## src/rtl/irq_sched_pkg.sv

```systemverilog
// Shared defaults and FSM state type for the irq_sched interrupt scheduler.
package irq_sched_pkg;

  localparam int NUM_CH_DEF = 9;
  localparam int ID_W_DEF   = 4;

  typedef enum logic [1:0] {
    IDLE    = 2'd0,
    GRANT   = 2'd1,
    SERVICE = 2'd2
  } state_e;

endpackage

```

## src/rtl/irq_prio_enc.sv

```systemverilog
// Combinational winner select: first set bit of eligible at or after start,
// wrapping modulo NUM_CH. start = 0 gives plain fixed priority (bit 0 highest).
module irq_prio_enc #(
  parameter int NUM_CH = 9,
  parameter int ID_W   = 4
) (
  input  logic [NUM_CH-1:0] eligible,
  input  logic [ID_W-1:0]   start,
  output logic              any,
  output logic [ID_W-1:0]   id
);

  localparam int IW = ID_W + 1;

  logic [IW-1:0] idx;

  // Scan from the farthest offset down so the nearest hit to start is the last write.
  always_comb begin
    any = 1'b0;
    id  = '0;
    idx = '0;
    for (int k = NUM_CH - 1; k >= 0; k--) begin
      idx = {1'b0, start} + IW'(k);
      if (idx >= IW'(NUM_CH)) begin
        idx = idx - IW'(NUM_CH);
      end
      if (eligible[idx[ID_W-1:0]]) begin
        any = 1'b1;
        id  = idx[ID_W-1:0];
      end
    end
  end

endmodule

```

## src/rtl/irq_sched9.sv

```systemverilog
// Interrupt scheduler: pending latch, IDLE/GRANT/SERVICE handshake with the CPU.
// Define IRQ_SCHED_ROUND_ROBIN_EN for round-robin arbitration; default is fixed priority.
module irq_sched9
  import irq_sched_pkg::*;
#(
  parameter int NUM_CH = NUM_CH_DEF,
  parameter int ID_W   = ID_W_DEF
) (
  input  logic              clk,
  input  logic              rst,
  input  logic [NUM_CH-1:0] req_i,
  input  logic [NUM_CH-1:0] mask_i,
  input  logic              ack_i,
  input  logic              eoi_i,
  output logic              irq_o,
  output logic [ID_W-1:0]   vec_o,
  output logic [NUM_CH-1:0] pend_o,
  output logic              busy_o
);

  // Handshake: irq_o is the valid for vec_o; ack_i is accepted only while in
  // GRANT, eoi_i only while in SERVICE, and both are ignored elsewhere.

  state_e            state;
  logic [NUM_CH-1:0] pend;
  logic [NUM_CH-1:0] eligible;
  logic [NUM_CH-1:0] clr;
  logic [ID_W-1:0]   start;
  logic [ID_W-1:0]   win_id;
  logic              win_any;
  logic              ack_take;
  logic              withdraw;

  assign eligible = pend & ~mask_i;
  assign ack_take = (state == GRANT) && ack_i;
  assign withdraw = (state == GRANT) && !ack_i && mask_i[vec_o];
  assign clr      = ack_take ? ({{(NUM_CH-1){1'b0}}, 1'b1} << vec_o) : '0;
  assign busy_o   = (state != IDLE);
  assign pend_o   = pend;

  // A new request on the ack edge wins over the clear.
  always_ff @(posedge clk or posedge rst) begin
    if (rst) begin
      pend <= '0;
    end else begin
      pend <= (pend & ~clr) | req_i;
    end
  end

`ifdef IRQ_SCHED_ROUND_ROBIN_EN
  logic [ID_W-1:0] ptr;

  always_ff @(posedge clk or posedge rst) begin
    if (rst) begin
      ptr <= '0;
    end else if (ack_take) begin
      ptr <= (vec_o == ID_W'(NUM_CH - 1)) ? '0 : vec_o + 1'b1;
    end
  end

  assign start = ptr;
`else
  assign start = '0;
`endif

  irq_prio_enc #(
    .NUM_CH (NUM_CH),
    .ID_W   (ID_W)
  ) u_prio_enc (
    .eligible (eligible),
    .start    (start),
    .any      (win_any),
    .id       (win_id)
  );

  always_ff @(posedge clk or posedge rst) begin
    if (rst) begin
      state <= IDLE;
      irq_o <= 1'b0;
      vec_o <= '0;
    end else begin
      case (state)
        IDLE: begin
          if (win_any) begin
            state <= GRANT;
            irq_o <= 1'b1;
            vec_o <= win_id;
          end
        end
        GRANT: begin
          if (ack_take) begin
            state <= SERVICE;
            irq_o <= 1'b0;
          end else if (withdraw) begin
            state <= IDLE;
            irq_o <= 1'b0;
          end
        end
        SERVICE: begin
          if (eoi_i) begin
            state <= IDLE;
          end
        end
        default: begin
          state <= IDLE;
          irq_o <= 1'b0;
        end
      endcase
    end
  end

endmodule

```

## config.mk

```make
export PLATFORM = sky130hd
export DESIGN_NAME = irq_sched9
export DESIGN_NICKNAME = d
export VERILOG_FILES = /design/src/rtl/irq_sched_pkg.sv /design/src/rtl/irq_prio_enc.sv /design/src/rtl/irq_sched9.sv
export SDC_FILE = /design/constraint.sdc
export NUM_CORES = 1
export LEC_CHECK = 0
export BUFFER_PORTS_ARGS = -buffer_cell sky130_fd_sc_hd__buf_2
export CORE_MARGIN = 2
export CORE_UTILIZATION = 40
export DETAILED_ROUTE_END_ITERATION = 6
export GPL_ROUTABILITY_DRIVEN = 1
export GPL_TIMING_DRIVEN = 0
export HOLD_SLACK_MARGIN = 0.05
export PLACE_DENSITY_LB_ADDON = 0.12
export RECOVER_POWER = 100
export SYNTH_ARGS = -nofsm -noshare
export SYNTH_HDL_FRONTEND = slang
export SYNTH_HIERARCHICAL = 1
export SYNTH_SLANG_ARGS = --single-unit
```

## constraint.sdc

```tcl
create_clock -name clk -period 3.8 [get_ports clk]
set_input_delay 0.19 -clock clk [delete_from_list [all_inputs] [get_ports clk]]
set_output_delay 0.19 -clock clk [all_outputs]
set_load 0.02 [all_outputs]
```

==> flow_metrics.env <==
export IMPL_status="completed"
export IMPL_cp_end_kind="flop"
export IMPL_nFillCells=1127
export IMPL_holdPathStages=2
export IMPL_power_mw=1.58
export IMPL_rsz0062_at_grt="false"
export IMPL_critPathArrivalTime_ns=3.60
export IMPL_synth_ff_type="dfrtp_1"
export IMPL_critPathBufInv=1
export IMPL_grt_use_total_pct=28.8
export IMPL_required_ns=3.94
export IMPL_hold_start="req_i[3]"
export IMPL_finalHoldViolations=0
export IMPL_slew_viol_final=0
export IMPL_clkSinkCount=16
export IMPL_synthArstFlopShare_pct=100
export IMPL_drt_pass1_iterations=5
export IMPL_final_setup_worst_slack_ns=0.345
export IMPL_multi_input_area_um2=3630
export IMPL_wl_um=16100
export IMPL_fin_area_um2=4650
export IMPL_synth_area_per_cell_um2=7.44
export IMPL_path_clk_slew_ns=0.07
export IMPL_place_area_um2=4640
export IMPL_synthTopCellsByCount="nand2_1, a21oi_1, nor2_1"
export IMPL_rows=37
export IMPL_die_w_um=106
export IMPL_netlist_area_um2=4190
export IMPL_antenna_found_initial=0
export IMPL_detail_route_wl_per_cell_um=21.1
export IMPL_leakage_nw=1.85
export IMPL_yosysWarnings=6
export IMPL_timing_fmax_mhz=289
export IMPL_ff_latch_area_um2=400
export IMPL_max_cap_viol_count=0
export IMPL_ios=37
export IMPL_r2r_start="pend_o[1]$_DFF_PP0_"
export IMPL_cts_buffer_depth=2
export IMPL_rr_worst_depth=12
export IMPL_final_setup_viol_count=0
export IMPL_grt_first_pass_wirelength_um=25600
export IMPL_worst_pin_slew_ns=0.816
export IMPL_synth_area_leader_cell="dfrtp_1"
export IMPL_num_antenna_cells=0
export IMPL_startpoint_type="flop"
export IMPL_num_vias=4886
export IMPL_yosysMostFrequentCell="nand2_1"
export IMPL_crit_path_frequent_cell="nor3_1"
export IMPL_critPathSlowestCell="o31ai_1"
export IMPL_core_area_um2=10200
export IMPL_die_height_um=106
export IMPL_drc=0
export IMPL_cpLargestDelayFamily="simple AND/OR/NAND/NOR gates"
export IMPL_yosysSeqAreaShare_pct=9.56
export IMPL_path_max_fanout=10
export IMPL_nNetsFinal=671
export IMPL_drt_iter0_markers=551
export IMPL_start_util_pct=41.0
export IMPL_tns_ns=0
export IMPL_synth_top_area_share_pct=9.56
export IMPL_htree_levels=1
export IMPL_final_layout_size_suffix_gt1_share_pct=14.0
export IMPL_grt_max_degree=17
export IMPL_hp_class="in -> reg"
export IMPL_place_gp_congestion=0.978
export IMPL_cts_tree="done"
export IMPL_synth_area_top_cells="dfrtp_1, mux2i_1, ha_1"
export IMPL_synth_cell_type_count=93
export IMPL_max_stage_delay_ns=0.54
export IMPL_rr_endpoint="vec_o[2]$_DFFE_PP0P_"
export IMPL_finalClockSkew_ns=0.00795
export IMPL_gr_total_overflow=0
export IMPL_area_growth_pct=11.0
export IMPL_syn_instance_count=563
export IMPL_relSlewSlack_pct=44.9
export IMPL_synth_seq_cells=16
export IMPL_ir_drop_uv=306
export IMPL_numCtsBuffers=3
export IMPL_synth_edf_count=0
export IMPL_cellPowerDensity_nw_per_um2=339
export IMPL_final_antenna_net_count=0
export IMPL_fin_crit_ns=3.46
export IMPL_worstHoldEndpoint="pend_o[3]$_DFF_PP0_"
export IMPL_clock_latency_ns=0.25
export IMPL_vias_per_cell=6.38
export IMPL_r2r_setup_slack_ns=0.34
export IMPL_grt_pass1_vias=4581
export IMPL_port_buffer_count=36
export IMPL_worstSetupPathType="reg -> reg"
export IMPL_dieArea_um2=11300
export IMPL_place_ws_ns=0.442
export IMPL_min_period_over_period_pct=90.9
export IMPL_cts_root_buf="clkbuf_8"
export IMPL_detailed_place_hpwl_um=12500
export IMPL_crit_chain="nor2b_1, clkbuf_1, nand3_1, a21oi_1, nor3_1, o31ai_1, nand4bb_1, nor3_1, nand4_1, nand2b_1, nor2_1, mux2_2"
-- per-stage QoR --
step | hold WS [ns] | util (%) | instances
2_1_floorplan | 0.104 | - | 589
3_3_place_gp | 0.288 | 45.3 | 761
3_5_place_dp | 0.307 | 45.3 | 761
4_1_cts | 0.102 | 46.0 | 766
5_1_grt | 0.109 | 45.5 | 766
6_report | 0.106 | 45.5 | 766
-- metal layers --
metal / track usage [%] / vias up / share of wire (%)
met5: 0 / - / 0
met4: 10.8 / 0 / 3.8
met3: 1.90 / 42 / 8.5
met2: 47.3 / 272 / 46
met1: 39.5 / 2315 / 42
li1: - / 2257 / -
-- cell families (layout without fill, tap and decap cells) --
group                      count (synthesis)  in the layout  synth area share, %
muxes                                     44             44                 11.6
xor gates and xnor gates                  17             17                 3.55
adders and majority gates                 18             18                 5.37
DFF                                       16             16                 9.55
and+or+nand+nor                          220            220                 29.6
other                                      1             27               0.0895
buffers and inverters                     52             93                 5.49
AOI/OAI and AO/OA                        195            195                 34.7
-- placed cells by master, fill, tap and decap left out, drive strengths merged, types with 5 or more instances in the layout --
cell type  Yosys  routed
nand2         56      56
buf           20      41
clkbuf        18      37
o21ai         34      34
a21oi         33      33
nor2          31      31
conb           1      27
mux2i         27      27
nor3          19      19
nand3         19      19
nor2b         19      19
ha            18      18
dfrtp         16      16
nand2b        15      15
a21o          15      15
xnor2         15      15
mux2          15      15
and2          15      15
inv           14      14
a31oi         13      13
o211ai         9       9
o31ai          7       7
a22oi          7       7
a2bb2oi        7       7
nor3b          6       6
a21bo          6       6
a211o          6       6
a211oi         5       5
nand3b         5       5
-- worst max-delay path by stage --
stage | startpoint | endpoint | cells after the start
6_report | pend_o[1]$_DFF_PP0_ | vec_o[2]$_DFFE_PP0P_ | 12
4_1_cts | pend_o[1]$_DFF_PP0_ | vec_o[2]$_DFFE_PP0P_ | 12
5_1_grt | pend_o[1]$_DFF_PP0_ | vec_o[1]$_DFFE_PP0P_ | 12
2_1_floorplan | pend_o[0]$_DFF_PP0_ | vec_o[0]$_DFFE_PP0P_ | 11
3_3_place_gp | pend_o[1]$_DFF_PP0_ | vec_o[0]$_DFFE_PP0P_ | 12
3_5_place_dp | pend_o[1]$_DFF_PP0_ | vec_o[0]$_DFFE_PP0P_ | 12
-- state kept, by name, indices dropped and copies added (netlist names) --
| register | cells |
|---|---|
| pend_o | 9 |
| vec_o | 4 |
| irq_o | 1 |
| state | 2 |
-- report_power, final --
part           internal [mW]  switching, mW  total (mW)
clock network         0.0920         0.0642       0.156
logic                  0.461          0.685        1.15
registers              0.217         0.0573       0.275
-- what timing repair did --
item | 4_1_cts | 5_1_grt
setup buffers | 0 | 0
gates resized for setup | 0 | 0
hold buffers | 1 | 0
setup endpoints to repair | 0 | 0
endpoints found under the hold margin | 16 | 0
-- final cells by class --
class | count | share of cell area (%)
clock buffers | 4 | 1.18
repair buffers | 37 | 3.68
inverters | 14 | 1.13
plain buffers | 38 | 3.82
well taps | 136 | 3.66
multi-input cells | 521 | 77.9
flip-flops and latches | 16 | 8.60
(Power assumes the default switching activity.)
